==> src/rtl/key_entry.sv <==
// Keypad entry stage for the xAyB game: builds a 4-digit BCD guess from key
// events and emits one-cycle command codes for the downstream game FSM.
module key_entry #(
  parameter logic [3:0] BLANK          = 4'hF,
  parameter bit         REQUIRE_UNIQUE = 1'b1
) (
  input  logic        clk,
  input  logic        rst,
  input  logic        key_valid,
  input  logic [3:0]  key_code,
  output logic [15:0] value_out,
  output logic [2:0]  key_in_state,
  output logic [1:0]  key_in_mode,
  output logic        pressed,
  output logic [2:0]  digit_count
);

  typedef enum logic [1:0] {
    S_EMPTY,
    S_EDIT,
    S_CONFIRMED
  } state_t;

  typedef enum logic [2:0] {
    C_IDLE    = 3'd0,
    C_DIGIT   = 3'd1,
    C_REJECT  = 3'd2,
    C_BACK    = 3'd3,
    C_CLEAR   = 3'd4,
    C_CONFIRM = 3'd5,
    C_SUBMIT  = 3'd6,
    C_MODE    = 3'd7
  } code_t;

  localparam logic [3:0]  K_BACK    = 4'd10;
  localparam logic [3:0]  K_CONFIRM = 4'd11;
  localparam logic [3:0]  K_SUBMIT  = 4'd12;
  localparam logic [3:0]  K_MODE    = 4'd13;
  localparam logic [3:0]  K_CLEAR   = 4'd14;
  localparam logic [15:0] ALL_BLANK = {4{BLANK}};

  state_t      r_state;
  logic [15:0] r_buf;
  logic [2:0]  r_count;
  logic [15:0] r_value_out;
  logic [2:0]  r_disp_count;
  code_t       r_code;
  logic [1:0]  r_mode;
  logic        r_pressed;

  state_t      w_state_nx;
  logic [15:0] w_buf_nx;
  logic [2:0]  w_count_nx;
  code_t       w_code_nx;
  logic [1:0]  w_mode_nx;
  logic        w_hold_display;
  logic        w_dup;
  logic        w_distinct;

  // Incoming digit is compared only against filled positions (nibble 0 is newest).
  always_comb begin
    w_dup = 1'b0;
    for (int i = 0; i < 4; i++) begin
      if ((3'(i) < r_count) && (r_buf[4*i +: 4] == key_code)) w_dup = 1'b1;
    end
  end

  always_comb begin
    w_distinct = 1'b1;
    for (int i = 0; i < 4; i++) begin
      for (int j = i + 1; j < 4; j++) begin
        if (r_buf[4*i +: 4] == r_buf[4*j +: 4]) w_distinct = 1'b0;
      end
    end
  end

  // NOTE: every output of this block is given a default first so no path can
  // leave a value unassigned and infer a latch.
  always_comb begin
    w_state_nx     = r_state;
    w_buf_nx       = r_buf;
    w_count_nx     = r_count;
    w_code_nx      = C_IDLE;
    w_mode_nx      = r_mode;
    w_hold_display = 1'b0;

    if (key_valid) begin
      if (key_code <= 4'd9) begin
        if ((r_state != S_CONFIRMED) && (r_count < 3'd4) && !(REQUIRE_UNIQUE && w_dup)) begin
          w_buf_nx   = {r_buf[11:0], key_code};
          w_count_nx = r_count + 3'd1;
          w_state_nx = S_EDIT;
          w_code_nx  = C_DIGIT;
        end else begin
          w_code_nx  = C_REJECT;
        end
      end else begin
        case (key_code)
          K_BACK: begin
            if (r_count != 3'd0) begin
              w_buf_nx   = {BLANK, r_buf[15:4]};
              w_count_nx = r_count - 3'd1;
              w_state_nx = (r_count == 3'd1) ? S_EMPTY : S_EDIT;
              w_code_nx  = C_BACK;
            end else begin
              w_code_nx  = C_REJECT;
            end
          end
          K_CONFIRM: begin
            if ((r_count == 3'd4) && (!REQUIRE_UNIQUE || w_distinct)) begin
              w_state_nx = S_CONFIRMED;
              w_code_nx  = C_CONFIRM;
            end else begin
              w_code_nx  = C_REJECT;
            end
          end
          K_SUBMIT: begin
            // The confirmed value stays on value_out while code 6 is shown.
            if (r_state == S_CONFIRMED) begin
              w_buf_nx       = ALL_BLANK;
              w_count_nx     = 3'd0;
              w_state_nx     = S_EMPTY;
              w_code_nx      = C_SUBMIT;
              w_hold_display = 1'b1;
            end else begin
              w_code_nx      = C_REJECT;
            end
          end
          K_MODE: begin
            w_mode_nx = (r_mode == 2'd2) ? 2'd0 : r_mode + 2'd1;
            w_code_nx = C_MODE;
          end
          K_CLEAR: begin
            w_buf_nx   = ALL_BLANK;
            w_count_nx = 3'd0;
            w_state_nx = S_EMPTY;
            w_code_nx  = C_CLEAR;
          end
          default: w_code_nx = C_IDLE;
        endcase
      end
    end
  end

  // NOTE: sequential state uses non-blocking assignments so every register
  // samples the pre-edge values regardless of statement order.
  always_ff @(posedge clk) begin
    if (rst) begin
      r_state      <= S_EMPTY;
      r_buf        <= ALL_BLANK;
      r_count      <= 3'd0;
      r_value_out  <= ALL_BLANK;
      r_disp_count <= 3'd0;
      r_code       <= C_IDLE;
      r_mode       <= 2'd0;
      r_pressed    <= 1'b0;
    end else begin
      r_state      <= w_state_nx;
      r_buf        <= w_buf_nx;
      r_count      <= w_count_nx;
      r_value_out  <= w_hold_display ? r_value_out  : w_buf_nx;
      r_disp_count <= w_hold_display ? r_disp_count : w_count_nx;
      r_code       <= w_code_nx;
      r_mode       <= w_mode_nx;
      r_pressed    <= key_valid;
    end
  end

  assign value_out    = r_value_out;
  assign digit_count  = r_disp_count;
  assign key_in_state = r_code;
  assign key_in_mode  = r_mode;
  assign pressed      = r_pressed;

endmodule

==> config.mk <==
export PLATFORM = sky130hd
export DESIGN_NAME = key_entry
export DESIGN_NICKNAME = d
export VERILOG_FILES = /design/src/rtl/key_entry.sv
export SDC_FILE = /design/constraint.sdc
export NUM_CORES = 1
export LEC_CHECK = 0
export ABC_CLOCK_PERIOD_IN_PS = 3050
export BUFFER_PORTS_ARGS = -buffer_cell sky130_fd_sc_hd__buf_4
export CORE_AREA = 5 5 82 84
export CTS_CLUSTER_DIAMETER = 30
export CTS_CLUSTER_SIZE = 8
export DETAILED_ROUTE_END_ITERATION = 8
export DIE_AREA = 0 0 87 89
export GPL_TIMING_DRIVEN = 0
export PLACE_DENSITY = 0.76
export SLEW_MARGIN = 10
export SYNTH_ARGS = -nofsm -noshare
export SYNTH_HDL_FRONTEND = slang
export SYNTH_SLANG_ARGS = --single-unit
==> constraint.sdc <==
create_clock -name clk -period 3.05 [get_ports clk]
set_input_delay 0.1525 -clock clk [delete_from_list [all_inputs] [get_ports clk]]
set_output_delay 0.1525 -clock clk [all_outputs]
set_load 0.02 [all_outputs]
==> metrics.json <==
{
  "status": {"value": "completed"},
  "ctsHtreeMaxLevel": {"value": 2},
  "timing.critical_path.cells": {"value": "inv_1 > ha_1 > nor2b_1 > nor2_1 > clkbuf_1 > a2111oi_0 > nor3_1 > o21ai_0 > or3b_1"},
  "n_antenna_cell": {"value": 0},
  "tightest_slew": {"value": 0.708, "unit": "ns"},
  "cell_count_of_the_worst_reg_to_reg_path": {"value": 9},
  "row_count": {"value": 28},
  "routed_vias_inst": {"value": 6.55},
  "fin_total_pwr": {"value": 1.67, "unit": "mW"},
  "synth-warning-count": {"value": 0},
  "clock_insertion_delay_worst_skew": {"value": 0.30, "unit": "ns"},
  "yosysUniqueCellTypes": {"value": 73},
  "numPortBuffers": {"value": 28},
  "synth_area": {"value": 3140, "unit": "µm²"},
  "ctsRootBufferMaster": {"value": "clkbuf_8"},
  "grt_overflow": {"value": 0},
  "power.ir.vdd_worst": {"value": 0.312, "unit": "mV"},
  "holdWs": {"value": 0.103, "unit": "ns"},
  "ctsHoldBuffers": {"value": 0},
  "cts.clk_slew.worst_paths": {"value": 0.09, "unit": "ns"},
  "design.portCount": {"value": 32},
  "synth_top_area_share": {"value": 29.3, "unit": "%"},
  "cts_post_setup_buffers_inserted": {"value": 0},
  "worst_path_largest_cell_delay": {"value": 0.51, "unit": "ns"},
  "required": {"value": 3.25, "unit": "ns"},
  "clock-skew-final": {"value": 0.00767, "unit": "ns"},
  "worst_slew_margin_relative_to_its_limit": {"value": 52.8, "unit": "%"},
  "post_route_cells_drive_above_1_share": {"value": 17.2, "unit": "%"},
  "groute.usage.overall": {"value": 27.9, "unit": "%"},
  "power.density_cell_area": {"value": 471, "unit": "nW/µm²"},
  "finalNetCount": {"value": 429},
  "gp_congestion": {"value": 0.975},
  "timing.setup.critical_path_class": {"value": "reg2reg"},
  "maxCapViolations": {"value": 0},
  "grt_setup_unrepaired": {"value": "no"},
  "drc": {"value": 0},
  "p_leak": {"value": 1.33, "unit": "nW"},
  "timing.final.crit_share": {"value": 88.3, "unit": "%"},
  "design.die.area": {"value": 7740, "unit": "µm²"},
  "max_fo_critical_path": {"value": 10},
  "drtIter0Drc": {"value": 304},
  "post_synth_inst_count": {"value": 383},
  "drt_wl_total": {"value": 10400, "unit": "µm"},
  "area.growth.synth_to_final": {"value": 13.3, "unit": "%"},
  "buffer_levels_on_the_longest_clock_path": {"value": 2},
  "total_cts_buffers": {"value": 5},
  "dr_total_vias": {"value": 3238},
  "synthTopCellsByArea": {"value": "dfxtp_1 (29%), xnor2_1 (8.4%), o21ai_0 (4.3%)"},
  "grt_max_degree": {"value": 16},
  "ys_async_sr_fraction": {"value": 0, "unit": "%"},
  "tritoncts": {"value": "done"},
  "layout.filler_cells": {"value": 537},
  "synthDominantAreaCellType": {"value": "dfxtp_1"},
  "finalSetupTns": {"value": 0, "unit": "ns"},
  "holdCritPathClass": {"value": "in2reg"},
  "grt_antenna_before_repair": {"value": 0},
  "firstDrtPassIters": {"value": 5},
  "floorplan.die.height": {"value": 89, "unit": "µm"},
  "synth-seq-cells": {"value": 46},
  "max_fclk": {"value": 371, "unit": "MHz"},
  "cts.sink_count": {"value": 46},
  "synthesis.nets": {"value": 394},
  "nature_of_the_critical_path_startpoint": {"value": "flop"},
  "synth.yosys.seq_area_share": {"value": 29.3, "unit": "%"},
  "synthesis.area_per_instance": {"value": 8.19, "unit": "µm²"},
  "floorplan.die.width": {"value": 87, "unit": "µm"},
  "coreArea": {"value": 5850, "unit": "µm²"},
  "worst-endpoint-arrival": {"value": 2.89, "unit": "ns"},
  "worst_setup_path_end_kind": {"value": "flop"},
  "maxSlewViolCount": {"value": 0},
  "start_util": {"value": 53.6, "unit": "%"},
  "cts_repair_resize_count": {"value": 0},
  "global_route_wire_length_before_repair": {"value": 16600, "unit": "µm"},
  "edff_count_synth": {"value": 0},
  "number_of_cells_on_the_worst_hold_path": {"value": 2},
  "place.detailed.hpwl": {"value": 7780, "unit": "µm"},
  "detail_route.wl_per_cell": {"value": 21.1, "unit": "µm"},
  "period_minus_slack": {"value": 2.69, "unit": "ns"},
  "setup_viol": {"value": 0},
  "ys.flop_type": {"value": "dfxtp_1"},
  "first_global_vias": {"value": 3100},
  "report.final.hold_viol_count": {"value": 0},
  "timing.critical_path.slowest_stage_cell": {"value": "a2111oi_0"},
  "drt.antenna.violating_nets": {"value": 0}
}
## final cells by class
cell class	count	area [µm²]	area share (%)
tap	75	93.8	2.64
clock buffer	5	68.8	1.94
timing repair buffer	28	210	5.91
inverter	12	45.0	1.27
multi-input combinational	289	2010	56.6
buffer	36	160	4.51
sequential	46	921	25.9
clock inverter	3	43.8	1.23
## per-stage QoR
stage | cells | utilization (%) | setup slack [ns] | cell area (µm²)
after floorplan | 383 | - | 0.936 | 3140
after global placement | 486 | 58.8 | 0.529 | 3440
after detailed placement | 486 | 58.8 | 0.483 | 3440
after CTS | 494 | 60.8 | 0.471 | 3550
after global routing | 494 | 60.8 | 0.231 | 3550
final | 494 | 60.8 | 0.358 | 3550
## report_power, final
group	internal [mW]	leakage (nW)	total, mW	switching, mW
sequential	0.644	0.378	0.666	0.0225
combinational	0.205	0.895	0.542	0.337
clock	0.246	0.0585	0.466	0.220
total	1.09	1.33	1.67	0.580
## path summary, 6_finish.rpt
path / start / slack, ns / endpoint
worst max-delay path: r_count[0] / 0.36 / value_out[10]
worst min-delay path: rst / 0.10 / r_count[2]
worst max register to register: r_count[0] / 0.36 / value_out[10]
worst min register to register: value_out[14] / 0.48 / value_out[14]
## sequential cells by signal (all words and copies together), names as in the netlist
register,cells
digit_count,3
key_in_mode,2
key_in_state,3
pressed,1
r_buf,16
r_count,3
r_state,2
value_out,16
## Yosys cell counts (all sizes together) (2+ instances only)
cell and instances:
a2111oi 5, a211o 2, a211oi 6, a21o 3, a21oi 27, a221o 7, a221oi 6, a222oi 2
a22oi 3, a311oi 4, a31o 2, a31oi 3, and3 5, buf 22, clkbuf 14, dfxtp 46
ha 4, inv 11, nand2 22, nand2b 8, nand3 13, nand3b 2, nand4 5, nor2 17
nor2b 3, nor3 13, nor4 2, o2111ai 2, o211ai 2, o21a 3, o21ai 33, o221a 4
o221ai 2, o31a 2, o31ai 4, o32ai 3, or3 7, or3b 7, xnor2 30, xor2 7
## cells in the final DEF (no fill, tap or decap), types with 5 or more instances in the layout
cell	instances
a21oi_1	26
inv_1	11
xnor2_1	30
clkbuf_8	5
nand4_1	5
a221oi_1	6
buf_2	20
nand2b_1	8
nand2_1	21
o21ai_1	6
or3_1	6
a221o_1	7
a211oi_1	6
dfxtp_1	46
o21ai_0	27
nor2_1	16
clkbuf_1	14
nand3_1	13
buf_4	28
xor2_1	7
nor3_1	11
## cells by family (layout without fill, tap and decap cells)
logic type,count (synthesis),count (layout),share of synthesized area [%]
adder cells (fa/ha/maj),4,4,1.59
XOR/XNOR,37,37,10.3
AO/OA/AOI/OAI,136,136,31.3
AND/OR/NAND/NOR,112,112,20.9
flip-flops,46,46,29.3
buffers and inverters,48,84,6.54
## per-layer routing
| metal | wire (µm) | track usage (%) |
|---|---|---|
| met5 | 0 | 0 |
| met1 | 4690 | 37.6 |
| met4 | 210 | 8.50 |
| met2 | 4770 | 45.1 |
| met3 | 773 | 5.44 |
## worst max-delay path: cells and delay by family (launching register included)
family / cells / cell delay (ns)
buffers and inverters: 2 / 0.44
and+or+nand+nor: 4 / 0.89
DFF: 1 / 0.43
AOI/OAI and AO/OA: 2 / 0.60
adders and majority gates: 1 / 0.24
Power figures use the tool's default switching activity.
